**config.mk**
```make
export PLATFORM = sky130hd
export DESIGN_NAME = xor_net_sequencer_flat
export DESIGN_NICKNAME = d
export VERILOG_FILES = /design/src/rtl/xor_net_pkg.sv /design/src/rtl/xor_net_sequencer_if.sv /design/src/rtl/layer_ready_tracker.sv /design/src/rtl/xor_net_sequencer.sv /design/src/flat_wrapper.sv
export SDC_FILE = /design/constraint.sdc
export NUM_CORES = 1
export LEC_CHECK = 0
export CAP_MARGIN = 15
export CORE_MARGIN = 2
export CORE_UTILIZATION = 60
export CTS_BUF_LIST = sky130_fd_sc_hd__clkbuf_4
export CTS_CLUSTER_SIZE = 20
export DETAILED_ROUTE_END_ITERATION = 16
export DONT_BUFFER_PORTS = 1
export GPL_ROUTABILITY_DRIVEN = 0
export PLACE_DENSITY = 0.76
export SKIP_CTS_REPAIR_TIMING = 1
export SYNTH_ARGS = -nofsm -noshare
export SYNTH_HDL_FRONTEND = slang
export SYNTH_SLANG_ARGS = --single-unit
```
**constraint.sdc**
```tcl
create_clock -name clk -period 2.2 [get_ports clk]
set_input_delay 0.44 -clock clk [delete_from_list [all_inputs] [get_ports clk]]
set_output_delay 0.44 -clock clk [all_outputs]
set_load 0.01 [all_outputs]
```
**src/rtl/xor_net_pkg.sv**
```systemverilog
// rtl/xor_net_pkg.sv - shared states, pulse target and timeout defaults for the XOR network sequencer
package xor_net_pkg;

  typedef enum logic [2:0] {
    ST_IDLE    = 3'd0,
    ST_L1_WAIT = 3'd1,
    ST_L2_WAIT = 3'd2,
    ST_DONE    = 3'd3,
    ST_ERR     = 3'd4
  } state_e;

  // Pulse 1 is the neuron's zero-input bypass pass after FLUSH; pulse 2 carries the real Y.
  localparam int unsigned PULSE_TARGET    = 2;
  localparam int unsigned TIMEOUT_DEFAULT = 31;
  localparam int unsigned X_SLOTS         = 4;

  function automatic int unsigned tcnt_width(input int unsigned limit);
    return (limit < 1) ? 1 : $clog2(limit + 1);
  endfunction

endpackage

```
**src/rtl/xor_net_sequencer_if.sv**
```systemverilog
// rtl/xor_net_sequencer_if.sv - control, data and neuron handshake bundle of the XOR network sequencer
interface xor_net_sequencer_if #(
  parameter int DATA_WIDTH = 8,
  parameter int N_HID      = 2
);
  import xor_net_pkg::*;

  logic                            start;
  logic [DATA_WIDTH-1:0]           x1;
  logic [DATA_WIDTH-1:0]           x2;
  logic                            busy;
  logic                            l1_run;
  logic [X_SLOTS*DATA_WIDTH-1:0]   l1_x;
  logic [N_HID-1:0]                l1_ready;
  logic [N_HID*DATA_WIDTH-1:0]     l1_y;
  logic                            l2_run;
  logic [X_SLOTS*DATA_WIDTH-1:0]   l2_x;
  logic                            l2_ready;
  logic [DATA_WIDTH-1:0]           l2_y;
  logic [DATA_WIDTH-1:0]           y;
  logic                            y_valid;
  logic                            y_ack;
  logic                            err;

  modport master (
    input  start, x1, x2, l1_ready, l1_y, l2_ready, l2_y, y_ack,
    output busy, l1_run, l1_x, l2_run, l2_x, y, y_valid, err
  );

  modport slave (
    output start, x1, x2, l1_ready, l1_y, l2_ready, l2_y, y_ack,
    input  busy, l1_run, l1_x, l2_run, l2_x, y, y_valid, err
  );

endinterface

```
**src/rtl/layer_ready_tracker.sv**
```systemverilog
// rtl/layer_ready_tracker.sv - per-neuron Ready pulse counters with Y capture on the real (second) pulse
module layer_ready_tracker
  import xor_net_pkg::*;
#(
  parameter int DATA_WIDTH = 8,
  parameter int N          = 2
) (
  input  logic                    clk,
  input  logic                    rst,
  input  logic                    clr,
  input  logic                    en,
  input  logic [N-1:0]            ready,
  input  logic [N*DATA_WIDTH-1:0] y_in,
  output logic [N*DATA_WIDTH-1:0] h,
  output logic                    all_done
);

  localparam logic [1:0] TARGET = 2'(PULSE_TARGET);

  logic [1:0]              cnt_q [N];
  logic [1:0]              cnt_d [N];
  logic [N*DATA_WIDTH-1:0] h_q;
  logic [N*DATA_WIDTH-1:0] h_d;

  // Counters saturate at TARGET so late pulses can never disturb a captured value.
  always_comb begin
    h_d      = h_q;
    all_done = 1'b1;
    for (int i = 0; i < N; i++) begin
      cnt_d[i] = cnt_q[i];
      if (clr) begin
        cnt_d[i] = 2'd0;
      end else if (en && ready[i] && (cnt_q[i] != TARGET)) begin
        cnt_d[i] = cnt_q[i] + 2'd1;
        if ((cnt_q[i] + 2'd1) == TARGET) begin
          h_d[i*DATA_WIDTH +: DATA_WIDTH] = y_in[i*DATA_WIDTH +: DATA_WIDTH];
        end
      end
      if (cnt_q[i] != TARGET) begin
        all_done = 1'b0;
      end
    end
  end

  always_ff @(posedge clk) begin
    if (rst) begin
      for (int i = 0; i < N; i++) begin
        cnt_q[i] <= 2'd0;
      end
      h_q <= '0;
    end else begin
      for (int i = 0; i < N; i++) begin
        cnt_q[i] <= cnt_d[i];
      end
      h_q <= h_d;
    end
  end

  assign h = h_q;

endmodule

```
**src/rtl/xor_net_sequencer.sv**
```systemverilog
// rtl/xor_net_sequencer.sv - runs the hidden layer then the output neuron and hands the result to a consumer
module xor_net_sequencer
  import xor_net_pkg::*;
#(
  parameter int DATA_WIDTH = 8,
  parameter int N_HID      = 2,
  parameter int TIMEOUT    = TIMEOUT_DEFAULT
) (
  input logic                 clk,
  input logic                 rst,
  xor_net_sequencer_if.master bus
);

  localparam int unsigned    TW     = tcnt_width(TIMEOUT);
  localparam logic [TW-1:0]  TLIMIT = TW'(TIMEOUT);

  state_e                      state_q, state_d;
  logic [DATA_WIDTH-1:0]       x1_q, x1_d;
  logic [DATA_WIDTH-1:0]       x2_q, x2_d;
  logic [DATA_WIDTH-1:0]       y_q, y_d;
  logic [TW-1:0]               tcnt_q, tcnt_d;
  logic [TW-1:0]               tcnt_inc;
  logic                        trk_clr;
  logic                        l1_en;
  logic                        l2_en;
  logic [N_HID*DATA_WIDTH-1:0] l1_h;
  logic                        l1_done;
  logic [DATA_WIDTH-1:0]       l2_h;
  logic                        l2_done;
  logic [X_SLOTS*DATA_WIDTH-1:0] l1_x_w;
  logic [X_SLOTS*DATA_WIDTH-1:0] l2_x_w;

  layer_ready_tracker #(
    .DATA_WIDTH (DATA_WIDTH),
    .N          (N_HID)
  ) u_l1_trk (
    .clk      (clk),
    .rst      (rst),
    .clr      (trk_clr),
    .en       (l1_en),
    .ready    (bus.l1_ready),
    .y_in     (bus.l1_y),
    .h        (l1_h),
    .all_done (l1_done)
  );

  layer_ready_tracker #(
    .DATA_WIDTH (DATA_WIDTH),
    .N          (1)
  ) u_l2_trk (
    .clk      (clk),
    .rst      (rst),
    .clr      (trk_clr),
    .en       (l2_en),
    .ready    (bus.l2_ready),
    .y_in     (bus.l2_y),
    .h        (l2_h),
    .all_done (l2_done)
  );

  always_comb begin
    state_d  = state_q;
    x1_d     = x1_q;
    x2_d     = x2_q;
    y_d      = y_q;
    tcnt_d   = tcnt_q;
    trk_clr  = 1'b0;
    l1_en    = 1'b0;
    l2_en    = 1'b0;
    tcnt_inc = tcnt_q + TW'(1);
    case (state_q)
      ST_IDLE, ST_ERR: begin
        if (bus.start) begin
          x1_d    = bus.x1;
          x2_d    = bus.x2;
          tcnt_d  = '0;
          trk_clr = 1'b1;
          state_d = ST_L1_WAIT;
        end
      end
      ST_L1_WAIT: begin
        l1_en = 1'b1;
        if (l1_done) begin
          tcnt_d  = '0;
          state_d = ST_L2_WAIT;
        end else begin
          tcnt_d = tcnt_inc;
          if (tcnt_inc == TLIMIT) begin
            state_d = ST_ERR;
          end
        end
      end
      ST_L2_WAIT: begin
        l2_en = 1'b1;
        if (l2_done) begin
          y_d     = l2_h;
          state_d = ST_DONE;
        end else begin
          tcnt_d = tcnt_inc;
          if (tcnt_inc == TLIMIT) begin
            state_d = ST_ERR;
          end
        end
      end
      ST_DONE: begin
        if (bus.y_ack) begin
          state_d = ST_IDLE;
        end
      end
      default: state_d = ST_IDLE;
    endcase
  end

  always_ff @(posedge clk) begin
    if (rst) begin
      state_q <= ST_IDLE;
      x1_q    <= '0;
      x2_q    <= '0;
      y_q     <= '0;
      tcnt_q  <= '0;
    end else begin
      state_q <= state_d;
      x1_q    <= x1_d;
      x2_q    <= x2_d;
      y_q     <= y_d;
      tcnt_q  <= tcnt_d;
    end
  end

  // Unused neuron input slots are tied to zero.
  always_comb begin
    l1_x_w = '0;
    l1_x_w[DATA_WIDTH-1:0]            = x1_q;
    l1_x_w[2*DATA_WIDTH-1:DATA_WIDTH] = x2_q;
    l2_x_w = '0;
    l2_x_w[N_HID*DATA_WIDTH-1:0]      = l1_h;
  end

  assign bus.l1_x    = l1_x_w;
  assign bus.l2_x    = l2_x_w;
  assign bus.busy    = (state_q == ST_L1_WAIT) || (state_q == ST_L2_WAIT) || (state_q == ST_DONE);
  assign bus.l1_run  = (state_q == ST_L1_WAIT);
  assign bus.l2_run  = (state_q == ST_L2_WAIT);
  assign bus.y       = y_q;
  assign bus.y_valid = (state_q == ST_DONE);
  assign bus.err     = (state_q == ST_ERR);

endmodule
```
**src/flat_wrapper.sv**
```systemverilog
// flat-port wrapper written by rule: the top's interface ports become plain ports
module xor_net_sequencer_flat import xor_net_pkg::*;
#(
  parameter int DATA_WIDTH = 8,
  parameter int N_HID      = 2,
  parameter int TIMEOUT    = TIMEOUT_DEFAULT
)
  (clk, rst, bus_start, bus_x1, bus_x2, bus_l1_ready, bus_l1_y, bus_l2_ready, bus_l2_y, bus_y_ack, bus_busy, bus_l1_run, bus_l1_x, bus_l2_run, bus_l2_x, bus_y, bus_y_valid, bus_err);
  xor_net_sequencer_if #(.DATA_WIDTH(DATA_WIDTH), .N_HID(N_HID)) bus_i ();
  input logic clk;
  input logic rst;
  input wire logic [$bits(bus_i.start)-1:0] bus_start;
  input wire logic [$bits(bus_i.x1)-1:0] bus_x1;
  input wire logic [$bits(bus_i.x2)-1:0] bus_x2;
  input wire logic [$bits(bus_i.l1_ready)-1:0] bus_l1_ready;
  input wire logic [$bits(bus_i.l1_y)-1:0] bus_l1_y;
  input wire logic [$bits(bus_i.l2_ready)-1:0] bus_l2_ready;
  input wire logic [$bits(bus_i.l2_y)-1:0] bus_l2_y;
  input wire logic [$bits(bus_i.y_ack)-1:0] bus_y_ack;
  output wire logic [$bits(bus_i.busy)-1:0] bus_busy;
  output wire logic [$bits(bus_i.l1_run)-1:0] bus_l1_run;
  output wire logic [$bits(bus_i.l1_x)-1:0] bus_l1_x;
  output wire logic [$bits(bus_i.l2_run)-1:0] bus_l2_run;
  output wire logic [$bits(bus_i.l2_x)-1:0] bus_l2_x;
  output wire logic [$bits(bus_i.y)-1:0] bus_y;
  output wire logic [$bits(bus_i.y_valid)-1:0] bus_y_valid;
  output wire logic [$bits(bus_i.err)-1:0] bus_err;
  assign bus_i.start = bus_start;
  assign bus_i.x1 = bus_x1;
  assign bus_i.x2 = bus_x2;
  assign bus_i.l1_ready = bus_l1_ready;
  assign bus_i.l1_y = bus_l1_y;
  assign bus_i.l2_ready = bus_l2_ready;
  assign bus_i.l2_y = bus_l2_y;
  assign bus_i.y_ack = bus_y_ack;
  assign bus_busy = bus_i.busy;
  assign bus_l1_run = bus_i.l1_run;
  assign bus_l1_x = bus_i.l1_x;
  assign bus_l2_run = bus_i.l2_run;
  assign bus_l2_x = bus_i.l2_x;
  assign bus_y = bus_i.y;
  assign bus_y_valid = bus_i.y_valid;
  assign bus_err = bus_i.err;
  xor_net_sequencer #(.DATA_WIDTH(DATA_WIDTH), .N_HID(N_HID), .TIMEOUT(TIMEOUT)) u_core (.clk(clk), .rst(rst), .bus(bus_i));
endmodule
```
==> qor.log, run 1 <==
[run_status] status completed
[floorplan] starting utilization of the core area 62.1%
[place] placed cell areas 2770 sq um
[floorplan] Die Height 73.7 um
[setup_path] critical path launch point type flip-flop
[power_and_ir_drop] Net Sw Power 532 uW
[clocking] post-CTS clock slew at the launch and capture registers of the worst setup and hold paths 0.10 ns
[global_routing] Total GRT Usage 19.5%
[yosys] mean instance size in the synthesized netlist 8.93 sq um
[floorplan] Core Region 4690 sq um
[global_routing] number of antenna violations at the first check in global routing 0
[setup_path] critical path capture point type output port
[finish] Post-layout nets 379
[clocking] clock net sink count 62
[floorplan] I/O pins 124
[clocking] insertion delay to the later sink of the worst-skew pair 0.40 ns
[routing] DRC errors left 0
[setup_path] Crit path max-delay family flip-flops
[yosys] sequential element share of the synthesized area 42.6%
[power_and_ir_drop] relative contribution of combinational cells to total power 7.9%
[timing] Slew HR 62.8%
[yosys] number of warnings printed during yosys synthesis 0
[timing] number of failing hold endpoints at the final stage 0
[routing] remaining antenna violation count after routing 0
[yosys] fraction of synthesis flops using an asynchronous set or reset pin 0%
[place] instance count after placement with tap cells included 364
[finish] most common library cell in the layout ignoring fill and taps dfxtp_1
[setup_path] internal reg-to-reg setup slack 0.36 ns
[finish] layout filler cell count 431
[timing] accumulated negative setup slack 0 ns
[routing] Detailed Route WL 5240 um
[clocking] CTS Buffer Depth 2
[clocking] number of H-tree levels 3
[hold_path] Tightest Hold Check Type primary input to flip-flop
[timing] unrepaired setup endpoints after global routing false
[global_routing] number of global-route vias before repair 1874
[power_and_ir_drop] ratio of total power to cell area 714 nW/um^2
[setup_path] critical path type flip-flop to output port
[finish] most frequent cells in the layout dfxtp_1, nand2_1, a21oi_1
[power_and_ir_drop] part of the power in registers 56.7%
[yosys] flip-flop and latch count after synthesis 62
[setup_path] data required time at the worst endpoint 1.76 ns
[setup_path] Critical Path, Cell by Cell nor3b_4 > buf_4 > buf_4
[hold_path] worst min-delay path startpoint rst
[timing] setup clock skew after layout 0.0103 ns
[timing] count of final max-slew check failures 0
[setup_path] critical path peak fanout 12
[yosys] number of enable flip-flop cells after synthesis 0
[setup_path] r2r endpoint u_core.tcnt_q[4]
[hold_path] Min-Delay Endpoint u_core.bus.y[4]
[yosys] cell count after synthesis 326
[place] detailed-placement wirelength estimate 3710 um
[power_and_ir_drop] peak ir drop on the vdd network 0.000532 V
[setup_path] stage delay of the slowest cell on the critical path 0.57 ns
[finish] post-route insts no fill 382
[timing] Worst Tran Pin Value 0.558 ns
[setup_path] combined buffer and inverter count along the critical path 2
[timing] Final Cycle Share 90.0%
[finish] final cell area excluding filler cells 2920 sq um
[timing] Peak Freq 505 MHz
[flow_run] number of maximum-capacitance constraint violations 0
[routing] number of detailed-route iterations in the first pass 4
[global_routing] total gr overflow 0
[yosys] most common flop cell mapped by yosys dfxtp_1
[setup_path] path depth of the worst reg2reg path 4
[power_and_ir_drop] total leakage power 0.00130 uW
[timing] minimum period implied by the final worst setup slack 1.98 ns
[setup_path] Critical Path AT 1.54 ns
[finish] count of inserted antenna diode cells 0
[routing] detailed-route via count 2059
[finish] final core utilization 62.3%
[clocking] clock buffer count from CTS 9
[setup_path] dominant cell type by count on the critical path buf_4
[finish] share of cells above drive strength 1 8.54%
[power_and_ir_drop] Pint 1550 uW
[yosys] Netlist Area Pre-Place 2910 sq um
[floorplan] die outline area 5430 sq um
[power_and_ir_drop] proportion of total power due to net switching 25.5%
[place] I/O Buffers 0
[global_routing] global-route wire length before repair 8170 um
[routing] Initial DRC Count 101
[clocking] Root Driver clkbuf_4
[routing] via/cell ratio 5.39
[power_and_ir_drop] part of the total power dissipated in the clock network 35.4%
[setup_path] startpoint of the worst-slack reg-to-reg timing path u_core.state_q[0]
[clocking] clock tree from TritonCTS built
[timing] count of endpoints failing setup in the final report 0
[finish] layout-stage area growth over the synthesis result 0.301%
[yosys] unique cell type count in the Yosys netlist 42
[global_routing] pin count of the biggest net entering global routing 53
[setup_path] cell with the largest stage delay on the worst path dfxtp_1
[routing] Routed wire per std cell 13.7 um
[timing] Post-Route Hold Slack 0.0911 ns
[hold_path] hold path depth 1
[floorplan] Chip Width 73.7 um
[floorplan] number of placement rows 25
## cells in the mapped netlist (3+ instances only)
cell type	instances	area share (%)
nand4_4	3	2.2
nor2b_1	5	1.1
nor2_1	31	4.0
a21oi_1	33	5.7
a221o_1	3	1.0
nand2_1	57	7.3
dfxtp_1	62	43
mux2i_1	25	8.6
inv_1	7	0.90
buf_2	4	0.69
clkbuf_1	7	0.90
ha_1	8	3.4
nand3_1	6	1.0
buf_4	33	8.5
and2_1	6	1.3
buf_6	3	1.2
a311oi_1	3	0.90
## through the flow
stage | setup slack [ns] | power (uW)
after floorplan | 0.631 | 1410
after global placement | 0.418 | 1360
after detailed placement | 0.394 | 1370
after CTS | 0.0361 | 2100
after global routing | 0.122 | 2180
final | 0.220 | 2090
## state kept, by name (all words and copies together) (netlist names)
signal and flops:
u_core.bus.y 8, u_core.tcnt_q 5, u_core.x2_q 8, u_core.state_q 3, u_core.x1_q 8, u_core.u_l1_trk.cnt_q 4
u_core.u_l2_trk.h 8, u_core.u_l1_trk.h 16, u_core.u_l2_trk.cnt_q 2
## power groups by stage
| stage | sequential (uW) | combinational [uW] | clock, uW |
|---|---|---|---|
| final | 1180 | 164 | 738 |
| after global routing | 1190 | 187 | 800 |
| after CTS | 1180 | 156 | 758 |
| after detailed placement | 1210 | 156 | 0 |
| after global placement | 1210 | 153 | 0 |
| after floorplan | 1200 | 206 | 0 |
## how the worst max path moves through the flow
stage,start,endpoint,cells after the start
after detailed placement,u_core.state_q[0],u_core.tcnt_q[4],4
after global placement,u_core.state_q[0],u_core.tcnt_q[4],4
final,u_core.state_q[0],bus_l1_run,3
after CTS,u_core.state_q[0],bus_l1_run,2
after floorplan,u_core.u_l2_trk.cnt_q[0][0],u_core.tcnt_q[4],6
after global routing,u_core.state_q[0],bus_l1_run,3
## per-layer routing
layer	track usage, %	up-vias	part of all wire (%)
met5	0	-	0
met1	23.2	944	42
li1	-	1021	-
met4	7.88	0	1.6
met2	31.1	81	49
met3	8.23	13	7.8
## cell type report
type / count / area, sq um / area share, %
sequential: 62 / 1240 / 42.5
inverter: 7 / 26.3 / 0.899
clock buffer: 10 / 75.1 / 2.57
timing repair buffer: 4 / 30.0 / 1.03
multi-input combinational: 240 / 1430 / 49.0
clock inverter: 5 / 51.3 / 1.76
tap: 54 / 67.6 / 2.31
## logic make-up after synthesis
logic type | share of synthesized area (%)
compound gates | 10.2
xor+xnor | 0.301
fa+ha+maj | 3.44
buf+inv | 12.3
flops | 42.6
mux | 8.98
other cells | 0.129
simple gates | 22.1
Note: power is estimated with default switching activity, not from simulation.
==> run 2: changes to the inputs <==
--- a/config.mk
+++ b/config.mk
@@ -12,8 +12,8 @@
 export CTS_CLUSTER_SIZE = 20
 export DETAILED_ROUTE_END_ITERATION = 16
 export DONT_BUFFER_PORTS = 1
-export GPL_ROUTABILITY_DRIVEN = 0
 export PLACE_DENSITY = 0.76
+export SETUP_SLACK_MARGIN = 0.4
 export SKIP_CTS_REPAIR_TIMING = 1
 export SYNTH_ARGS = -nofsm -noshare
 export SYNTH_HDL_FRONTEND = slang
==> qor.log, run 2 (same netlist as run 1, synthesis figures left out) <==
[finish] number of flip-flops in the largest register 16 [unchanged]
[setup_path] Critical Path AT 1.38 ns [-0.16 ns]
[place] detailed-placement wirelength estimate 3710 um [unchanged]
[finish] most frequent cells in the layout dfxtp_1, nand2_1, a21oi_1, conb_1, nor2_1
[finish] layout filler cell count 420 [-2.6%]
[place] placed cell areas 2770 sq um [unchanged]
[clocking] clock buffer count from CTS 9 [unchanged]
[floorplan] starting utilization of the core area 62.1% [unchanged]
[finish] layout-stage area growth over the synthesis result 1.46%
[clocking] post-CTS clock slew at the launch and capture registers of the worst setup and hold paths 0.10 ns [about the same]
[routing] detailed-route via count 2069 [+0.49%]
[finish] Post-layout nets 380 [+0.26%]
[power_and_ir_drop] post-layout power 2090 uW [+0.32%]
[setup_path] Crit path max-delay family simple AND/OR/NAND/NOR gates
[routing] Initial DRC Count 70 [-31%]
[finish] final cell area excluding filler cells 2960 sq um [+1.2%]
[timing] Peak Freq 549 MHz [+8.8%]
[place] I/O Buffers 0 [unchanged]
[setup_path] critical path launch point type flip-flop
[finish] count of inserted antenna diode cells 0 [unchanged]
[clocking] number of H-tree levels 3 [unchanged]
[setup_path] data required time at the worst endpoint 1.76 ns [about the same]
[power_and_ir_drop] ratio of total power to cell area 708 nW/um^2 [-0.83%]
[flow_run] number of maximum-capacitance constraint violations 0 [unchanged]
[finish] post-route insts no fill 383 [+0.26%]
[clocking] clock net sink count 62 [unchanged]
[timing] Slew HR 62.9% [+0.099 points]
[clocking] clock tree from TritonCTS built
[clocking] Root Driver clkbuf_4
[power_and_ir_drop] total leakage power 0.00131 uW [+0.92%]
[floorplan] Chip Width 73.7 um [unchanged]
[floorplan] die outline area 5430 sq um [unchanged]
[timing] unrepaired setup endpoints after global routing true
[setup_path] critical path capture point type output port
[finish] share of cells above drive strength 1 11.6% [+3.0 points]
[floorplan] I/O pins 124 [unchanged]
[run_status] status completed
[global_routing] global-route wire length before repair 8170 um [unchanged]
[routing] number of detailed-route iterations in the first pass 4 [unchanged]
[timing] accumulated negative setup slack 0 ns [unchanged]
[timing] Worst Tran Pin Value 0.556 ns [-0.00149 ns]
[routing] DRC errors left 0 [unchanged]
[power_and_ir_drop] peak ir drop on the vdd network 0.000533 V [about the same]
[floorplan] Core Region 4690 sq um [unchanged]
[setup_path] critical path peak fanout 12 [unchanged]
[clocking] CTS Buffer Depth 2 [unchanged]
[clocking] insertion delay to the later sink of the worst-skew pair 0.40 ns [about the same]
[routing] Detailed Route WL 5350 um [+2.1%]
[timing] number of failing hold endpoints at the final stage 0 [unchanged]
[timing] count of final max-slew check failures 0 [unchanged]
[global_routing] total gr overflow 0 [unchanged]
[place] gp weighted congestion 0.746
[setup_path] critical path type flip-flop to output port
[setup_path] internal reg-to-reg setup slack 0.47 ns [+0.11 ns]
[routing] remaining antenna violation count after routing 0 [unchanged]
[floorplan] number of placement rows 25 [unchanged]
[setup_path] cell with the largest stage delay on the worst path nor3b_4
[finish] combined area of the multi-input logic cells 1460 sq um [+1.9%]
[timing] count of endpoints failing setup in the final report 0 [unchanged]
[global_routing] number of antenna violations at the first check in global routing 0 [unchanged]
[floorplan] Die Height 73.7 um [unchanged]
[timing] minimum period implied by the final worst setup slack 1.82 ns [-0.159 ns]
[setup_path] combined buffer and inverter count along the critical path 0 [-2]
[setup_path] Critical Path, Cell by Cell nor3b_4
[place] instance count after placement with tap cells included 364 [unchanged]
[global_routing] Total GRT Usage 19.5% [unchanged]
[hold_path] Tightest Hold Check Type primary input to flip-flop
[setup_path] stage delay of the slowest cell on the critical path 0.51 ns [-0.06 ns]
[routing] via/cell ratio 5.40 [+0.22%]
[timing] Final Cycle Share 82.8% [-7.2 points]
[finish] register area 1250 sq um [+0.50%]
[finish] most common library cell in the layout ignoring fill and taps dfxtp_1
[timing] setup clock skew after layout 0.0107 ns [+0.000469 ns]
[global_routing] pin count of the biggest net entering global routing 53 [unchanged]
[global_routing] number of global-route vias before repair 1874 [unchanged]
[routing] Routed wire per std cell 14.0 um [+1.8%]
-- run 2: layout make-up --
| class | instances | share of cell area (%) |
|---|---|---|
| well taps | 54 | 2.29 |
| flip-flops and latches | 62 | 42.2 |
| clock inverters | 5 | 1.74 |
| inverters | 7 | 0.889 |
| repair buffers | 4 | 1.02 |
| clock buffers | 10 | 2.54 |
| multi-input cells | 241 | 49.3 |
-- run 2: per-layer routing --
layer / vias up / part of all wire, % / track usage [%]
li1: 1026 / - / -
met1: 956 / 41 / 23.2
met2: 77 / 49 / 31.1
met3: 10 / 7.5 / 8.23
met4: 0 / 1.6 / 7.88
met5: - / 0 / 0
-- run 2: metrics by stage --
stage / utilization, % / hold slack [ns] / setup WS (ns)
finish: 63.0 / 0.0913 / 0.379
global route: 63.0 / 0.0637 / 0.314
CTS: 61.8 / 0.0769 / 0.0361
detailed placement: 59.1 / 0.443 / 0.394
global placement: 59.1 / 0.432 / 0.418
floorplan: - / 0.432 / 0.631
-- run 2: worst paths after layout --
check / startpoint / end / depth (start not counted)
setup / recovery: u_core.state_q[1] / bus_l2_run / 1
hold / removal: rst / u_core.bus.y[4] / 1
setup reg to reg: u_core.state_q[1] / u_core.tcnt_q[4] / 4
hold reg to reg: u_core.u_l2_trk.h[3] / u_core.bus.y[3] / 2
-- run 2: report_power, final --
group          switching (uW)  internal [uW]  total, uW
Combinational             108           61.4        169
Sequential               35.1           1150       1190
Clock                     392            346        738
Total                     535           1560       2090
==> run 3: changes to the inputs <==
==> constraint.sdc (replaced) <==
create_clock -name clk -period 1.9 [get_ports clk]
set_input_delay 0.38 -clock clk [delete_from_list [all_inputs] [get_ports clk]]
set_output_delay 0.38 -clock clk [all_outputs]
set_load 0.01 [all_outputs]
==> qor.log, run 3 (same netlist as run 1, synthesis figures left out) <==
[run_status] status completed
[setup_path] data required time at the worst endpoint 1.52 ns [-0.24 ns]
[finish] most frequent cells in the layout nand2_1, dfxtp_1, a21oi_1, conb_1, nor2_1
[power_and_ir_drop] Pint 1710 uW [+10%]
[hold_path] hold path depth 1 [unchanged]
[finish] combined area of the multi-input logic cells 1530 sq um [+5.2%]
[clocking] number of H-tree levels 3 [unchanged]
[floorplan] starting utilization of the core area 62.1% [unchanged]
[setup_path] critical path capture point type output port
[finish] number of flip-flops in the largest register 16 [unchanged]
[routing] number of detailed-route iterations in the first pass 4 [unchanged]
[power_and_ir_drop] relative contribution of combinational cells to total power 10.7% [+2.6 points]
[global_routing] total gr overflow 0 [unchanged]
[hold_path] Tightest Hold Check Type primary input to flip-flop
[power_and_ir_drop] part of the power in registers 57.4% [+0.8 points]
[clocking] clock net sink count 62 [unchanged]
[place] detailed-placement wirelength estimate 3830 um [+3.1%]
[flow_run] number of maximum-capacitance constraint violations 0 [unchanged]
[setup_path] Critical Path AT 1.33 ns [-0.05 ns]
[routing] remaining antenna violation count after routing 0 [unchanged]
[floorplan] Chip Width 73.7 um [unchanged]
[floorplan] Die Height 73.7 um [unchanged]
[setup_path] Crit path max-delay family flip-flops
[clocking] post-CTS clock slew at the launch and capture registers of the worst setup and hold paths 0.11 ns [about the same]
[place] placed cell areas 2820 sq um [+1.6%]
[setup_path] combined buffer and inverter count along the critical path 2 [+2]
[power_and_ir_drop] ratio of total power to cell area 750 nW/um^2 [+5.9%]
[finish] register area 1260 sq um [+0.80%]
[finish] layout-stage area growth over the synthesis result 8.85%
[routing] detailed-route via count 2106 [+1.8%]
[power_and_ir_drop] peak ir drop on the vdd network 0.000510 V [-4.2%]
[timing] unrepaired setup endpoints after global routing true
[routing] Initial DRC Count 99 [+41%]
[setup_path] cell with the largest stage delay on the worst path dfxtp_4
[timing] minimum period implied by the final worst setup slack 1.71 ns
[timing] number of failing hold endpoints at the final stage 0 [unchanged]
[setup_path] critical path type flip-flop to output port
[finish] layout filler cell count 387 [-7.9%]
[global_routing] global-route wire length before repair 8040 um [-1.6%]
[clocking] clock buffer count from CTS 9 [unchanged]
[floorplan] I/O pins 124 [unchanged]
[clocking] insertion delay to the later sink of the worst-skew pair 0.40 ns [about the same]
[routing] Detailed Route WL 5780 um [+8.1%]
[setup_path] dominant cell type by count on the critical path buf_6
[setup_path] critical path peak fanout 5 [-7]
[power_and_ir_drop] total leakage power 0.00140 uW [+7.3%]
[timing] Peak Freq 584 MHz
[clocking] clock tree from TritonCTS built
[setup_path] stage delay of the slowest cell on the critical path 0.37 ns [-0.14 ns]
[timing] setup clock skew after layout 0.0147 ns [+0.00391 ns]
[routing] Routed wire per std cell 14.5 um [+3.7%]
[floorplan] number of placement rows 25 [unchanged]
[global_routing] pin count of the biggest net entering global routing 53 [unchanged]
[place] gp weighted congestion 0.762 [+2.2%]
[routing] via/cell ratio 5.28 [-2.3%]
[floorplan] die outline area 5430 sq um [unchanged]
[setup_path] critical path launch point type flip-flop
[clocking] Root Driver clkbuf_4
[setup_path] Critical Path, Cell by Cell buf_6 > nor3b_4 > buf_6
[power_and_ir_drop] Net Sw Power 664 uW [+24%]
[power_and_ir_drop] part of the total power dissipated in the clock network 31.9% [-3.4 points]
[timing] count of endpoints failing setup in the final report 0 [unchanged]
[global_routing] number of antenna violations at the first check in global routing 0 [unchanged]
[power_and_ir_drop] post-layout power 2380 uW [+14%]
[power_and_ir_drop] proportion of total power due to net switching 27.9% [+2.4 points]
[global_routing] Total GRT Usage 19.3% [-0.27 points]
[place] I/O Buffers 0 [unchanged]
[finish] Post-layout nets 395 [+3.9%]
[finish] final cell area excluding filler cells 3170 sq um [+7.3%]
[finish] count of inserted antenna diode cells 0 [unchanged]
[setup_path] path depth of the worst reg2reg path 5 [+1]
[timing] Post-Route Hold Slack 0.0285 ns [-0.0627 ns]
[place] post-place setup slack 0.181 ns [-0.213 ns]
[timing] count of final max-slew check failures 0 [unchanged]
[clocking] CTS Buffer Depth 2 [unchanged]
[floorplan] Core Region 4690 sq um [unchanged]
[timing] post-route setup slack 0.187 ns [-0.192 ns]
[finish] share of cells above drive strength 1 21.4% [+9.9 points]
[timing] Final Cycle Share 90.2%
[routing] DRC errors left 0 [unchanged]
[finish] final core utilization 67.6% [+4.6 points]
[global_routing] number of global-route vias before repair 1813 [-3.3%]
[setup_path] number of gates on the worst path with buffers counted 3 [+2]
==> run 3: cell types whose count changed in the layout (fill, tap and decap cells not counted), sizes merged <==
cell      delta
clkinvlp     +2
or3b         -1
buf         +16
bufinv       -1
==> run 3: metal layers <==
metal	global-route usage [%]	vias up	wire, um
li1	-	1057	-
met1	24.3	965	2390
met2	30.1	77	2940
met3	5.35	7	371
met4	9.70	0	77
met5	0	-	0
==> run 3: final cells by class <==
cell class                 instances  area share [%]
clock buffer                      10            2.37
multi-input combinational        240            48.4
tap                               54            2.13
timing repair buffer              20            5.41
sequential                        62            39.7
clock inverter                     6            1.22
inverter                           7           0.829
==> run 3: power groups by stage <==
stage / Clock [uW] / Combinational, uW / Sequential, uW
finish: 758 / 255 / 1370
floorplan: 0 / 239 / 1390
detailed placement: 0 / 200 / 1400
global placement: 0 / 194 / 1400
global route: 830 / 282 / 1370
CTS: 771 / 201 / 1370
==> run 3: stage by stage <==
step / TNS, ns / cells
6_report: 0 / 399
5_1_grt: 0 / 399
3_5_place_dp: 0 / 369
4_1_cts: -0.0985 / 385
3_3_place_gp: 0 / 369
2_1_floorplan: 0 / 357
==> run 3: worst paths after layout <==
kind                                            from  slack [ns]               end
worst max-delay path               u_core.state_q[0]        0.19        bus_l2_run
worst min register to register  u_core.u_l2_trk.h[7]        0.45   u_core.bus.y[7]
worst min-delay path                             rst        0.03    u_core.x2_q[2]
worst max register to register     u_core.state_q[0]        0.26  u_core.tcnt_q[4]
